<file path="src/rtl/decode_regfile_stage.sv">
// Decode stage: slices a 32-bit RISC-V instruction into its fields and reads two operands
// from an internal register file. Write-backs bypass to same-cycle reads, and the outputs
// sit in a decode-to-execute register with valid, stall and flush.
module decode_regfile_stage #(
    parameter int XLEN     = 64,
    parameter int NUM_REGS = 32
) (
    input  logic            clk,
    input  logic            reset,
    input  logic            in_valid,
    input  logic [31:0]     instruction,
    input  logic            stall,
    input  logic            flush,
    input  logic            wb_en,
    input  logic [4:0]      wb_rd,
    input  logic [XLEN-1:0] wb_data,
    output logic            out_valid,
    output logic [6:0]      opcode,
    output logic [4:0]      rd,
    output logic [2:0]      funct3,
    output logic [4:0]      rs1,
    output logic [4:0]      rs2,
    output logic [6:0]      funct7,
    output logic [XLEN-1:0] read_data1,
    output logic [XLEN-1:0] read_data2
);

    localparam int AW = $clog2(NUM_REGS);

    logic [XLEN-1:0] regs [NUM_REGS];
    logic [4:0]      src1;
    logic [4:0]      src2;
    logic            wb_legal;
    logic [XLEN-1:0] src1_data;
    logic [XLEN-1:0] src2_data;

    assign src1     = instruction[19:15];
    assign src2     = instruction[24:20];
    assign wb_legal = wb_en && (wb_rd != 5'd0) && (32'(wb_rd) < NUM_REGS);

    // x0 and unimplemented addresses read as zero; a same-cycle write-back wins over storage
    function automatic logic [XLEN-1:0] read_port(input logic [4:0] s);
        logic [XLEN-1:0] value;
        if (s == 5'd0 || 32'(s) >= NUM_REGS) begin
            value = '0;
        end else if (wb_en && wb_rd == s) begin
            value = wb_data;
        end else begin
            value = regs[s[AW-1:0]];
        end
        return value;
    endfunction

    always_comb begin
        src1_data = read_port(src1);
        src2_data = read_port(src2);
    end

    always_ff @(posedge clk) begin
        if (reset) begin
            for (int i = 0; i < NUM_REGS; i++) begin
                regs[i] <= '0;
            end
        end else if (wb_legal) begin
            regs[wb_rd[AW-1:0]] <= wb_data;
        end
    end

    always_ff @(posedge clk) begin
        if (reset) begin
            out_valid  <= 1'b0;
            opcode     <= '0;
            rd         <= '0;
            funct3     <= '0;
            rs1        <= '0;
            rs2        <= '0;
            funct7     <= '0;
            read_data1 <= '0;
            read_data2 <= '0;
        end else if (flush) begin
            out_valid <= 1'b0;
        end else if (stall) begin
            // A stalled instruction must pick up write-backs to its own sources
            if (out_valid && wb_legal && wb_rd == rs1) begin
                read_data1 <= wb_data;
            end
            if (out_valid && wb_legal && wb_rd == rs2) begin
                read_data2 <= wb_data;
            end
        end else begin
            out_valid  <= in_valid;
            opcode     <= instruction[6:0];
            rd         <= instruction[11:7];
            funct3     <= instruction[14:12];
            rs1        <= src1;
            rs2        <= src2;
            funct7     <= instruction[31:25];
            read_data1 <= src1_data;
            read_data2 <= src2_data;
        end
    end

endmodule

</file>
<file path="config.mk">
export PLATFORM = sky130hd
export DESIGN_NAME = decode_regfile_stage
export DESIGN_NICKNAME = d
export VERILOG_FILES = /design/src/rtl/decode_regfile_stage.sv
export SDC_FILE = /design/constraint.sdc
export NUM_CORES = 2
export LEC_CHECK = 0
export BUFFER_PORTS_ARGS = -buffer_cell sky130_fd_sc_hd__buf_4
export CELL_PAD_IN_SITES_DETAIL_PLACEMENT = 0
export CELL_PAD_IN_SITES_GLOBAL_PLACEMENT = 1
export CORE_MARGIN = 1.5
export CORE_UTILIZATION = 50
export CTS_BUF_LIST = sky130_fd_sc_hd__clkbuf_2 sky130_fd_sc_hd__clkbuf_4 sky130_fd_sc_hd__clkbuf_8
export CTS_CLUSTER_DIAMETER = 80
export DETAILED_ROUTE_END_ITERATION = 6
export PLACE_DENSITY = 0.85
export SETUP_SLACK_MARGIN = 0.4
export SLEW_MARGIN = 30
export SYNTH_ARGS = -nofsm -noshare
export SYNTH_HDL_FRONTEND = slang
export SYNTH_SLANG_ARGS = --single-unit
</file>
<file path="constraint.sdc">
create_clock -name clk -period 2.4 [get_ports clk]
set_input_delay 0.12 -clock clk [delete_from_list [all_inputs] [get_ports clk]]
set_output_delay 0.12 -clock clk [all_outputs]
set_load 0.01 [all_outputs]
</file>
==> results.txt <==
Failing checks: DRC
Main synth FF type: edfxtp_1
Starting DRT DRC Count: 14640
M3 GR Usage: 0.1110
Root Buffer Master: clkbuf_8
Sum Neg Setup Slack: 0 ns
Post-Layout Inst Area: 135900 um^2
Most frequent cells in the layout: 2174 x and2_1, 2048 x edfxtp_1, 1025 x mux4_2
Crit path kind: reg -> reg
Max-Cap Viols: 0
CP endpoint kind: register
Synthesized area: 116500 um^2
CTS max path bufs: 4
Layout area overhead: 16.68%
Clk Latency, worst-skew pair: 1.11 ns
Avg WL per Cell: 36.03 um
Largest net degree at the start of global routing: 195
Tightest Pin Transition: 1.009 ns
Slew Limit Fails: 0
CP max FO: 9
Max Freq: 0.4611 GHz
Met1 usage: 0.4444
Asr flop ratio synth: 0
Critical path arrival: 3.10 ns
Row Count: 176
# port buffers: 267
Antenna viol nets, final: 0
RSZ-0062 raised after global routing: yes
Unique masters post-synth: 51
Gp weighted congestion: 0.8969
RR Endpoint: read_data1[37]
Global-route wire length before repair: 586.7 mm
Worst hold path class: in -> reg
Horiz. Die Dim: 485.6 um
Top Usage Layer GRT: met2
Via count: 81990
Chip height: 485.6 um
GRT Util Overall: 0.3487
Final setup violation count: 0
Critical path data required time: 3.33 ns
Outcome: complete, but fails checks
Sequential area share after synthesis: 0.5557
Number of global-route vias before repair: 81540
Crit Reg-Reg Startpoint: rs1[0]
Leakage: 47.95 nW
Clock sinks: 2209
WHS Path Cells: 7
# IOs: 268
Ys Warns: 0
Post-Route WL: 420.4 mm
Max VDD drop: 626.5 uV
PwrDens: 686.5 nW/um^2
Final Cycle Share: 0.9037
CTS Buf Count: 384
Reg clk slew, reported paths: 0.06 ns
Mapped Avg Cell Area: 14.96 um^2
M2 GR Usage: 0.5338
Die ar.: 235800 um^2
Commonest non-fill, non-tap cell in the layout: and2_1
Final hold vios: 0
CTS tree: yes
Initial core utilization: 0.5047
Slew HR: 0.3272
Worst Reg-to-Reg Cells: 8
Antenna violations before repair: 51
Hold Crit Start: instruction[17]
Nets@finish: 8404
First-pass DRT Iterations: 7
Seq cells post-synth: 2209
Layout cells sized above 1: 0.3018
Cells after synthesis: 7783
Hold endpoint: read_data1[61]
Core Area: 230800 um^2
Crit path launch type: register
Post-Route Skew: 0.06950 ns
Period minus WS final: 2.169 ns
EDFF count, synth: 2048
Number of vias per cell: 7.027
GR Overflow Total: 0
Hpwl dp: 242.5 mm
Fill cell count: 17130
Drt drc: 14
H-tree levels: 5
Placed Area: 125600 um^2
Reg2reg setup slack: 0.23 ns
power breakdown:
group	internal (mW)	total, mW	switching [mW]	leakage [nW]
sequential	44.2	45.7	1.44	20.8
combinational	5.56	11.9	6.37	23.0
clock	19.6	35.7	16.1	4.12
total	69.4	93.3	23.9	48.0
worst max path at each step:
stage                           to             from  depth (start not counted)  slack, ns
finish              read_data1[37]           rs1[0]                          8       0.23
global route         read_data2[1]           rs2[0]                          8       0.21
CTS                 read_data1[54]           rs1[0]                          8       0.31
detailed placement  read_data2[30]  instruction[20]                          8      -0.01
global placement    read_data2[26]  instruction[20]                          7      -0.04
floorplan              regs[22][0]            reset                          6       0.07
routing by layer:
metal  vias to the layer above  routed length [um]
met4                        14               25400
met5                         -                 195
li1                      31340                   -
met1                     41100              136700
met2                      7911              190200
met3                      1627               67830
stage by stage:
stage / power (mW) / util / hold WS [ns] / cells / worst slack [ns]
global placement: 57.30 / 0.5441 / 0.3694 / 10730 / -0.04152
detailed placement: 57.69 / 0.5441 / 0.3773 / 10730 / -0.01314
global route: 95.36 / 0.5884 / 0.05894 / 11630 / 0.2149
finish: 93.30 / 0.5889 / 0.09330 / 11670 / 0.2311
floorplan: 52.67 / - / 0.2560 / 7846 / 0.06798
CTS: 92.92 / 0.5871 / 0.01733 / 11600 / 0.3077
cell type report:
type	count	area, um^2	area share
diodes	51	127.6	0.0009391
clock inverters	147	1115	0.008203
repair buffers	960	10920	0.08037
multi-input cells	4729	48520	0.3571
flip-flops and latches	2209	64750	0.4765
well taps	3026	3786	0.02786
inverters	13	48.80	0.0003591
clock buffers	533	6623	0.04873
sequential cells by signal, indices dropped and copies added, names as in the netlist:
signal / cells
opcode: 7
rs1: 5
regs: 2048
rd: 5
read_data1: 64
funct7: 7
out_valid: 1
funct3: 3
read_data2: 64
rs2: 5
synth_stat cells, types with 66 or more instances:
| master | count | area [um^2] |
|---|---|---|
| a22oi_1 | 244 | 1832 |
| dfxtp_1 | 161 | 3223 |
| nor2_1 | 102 | 382.9 |
| and2_1 | 2175 | 13610 |
| nand2_1 | 75 | 281.5 |
| o22ai_1 | 76 | 475.5 |
| o21ai_0 | 66 | 330.3 |
| and3_1 | 121 | 757.0 |
| edfxtp_1 | 2048 | 61500 |
| buf_2 | 185 | 925.9 |
| mux2i_1 | 248 | 2482 |
| a222oi_1 | 126 | 1261 |
| buf_4 | 71 | 533.0 |
| mux4_2 | 1025 | 23080 |
| clkbuf_1 | 581 | 2181 |
worst max-delay path: stages (launching register included):
cell       delay (ns)
dfxtp_2          0.33
xnor2_1          0.15
buf_4            0.17
nand3_4          0.09
or3_4            0.41
buf_12           0.18
clkbuf_16        0.21
a222oi_1         0.28
o32ai_1          0.17
timing repair:
item / CTS / global route
setup endpoints to repair: 133 / 130
hold buffers: 183 / 0
gates cloned: 5 / 7
pin swaps: 48 / 92
resized for setup: 39 / 15
buffers inserted: 6 / 6
endpoints found under the hold margin: 2199 / 0
logic make-up after synthesis:
logic type	share of synthesized area
compound gates	0.04977
xor+xnor	0.001504
buf+inv	0.03397
flops	0.5557
mux	0.2253
other cells	0.00003220
simple gates	0.1337
Note: power is estimated with default switching activity, not from simulation.
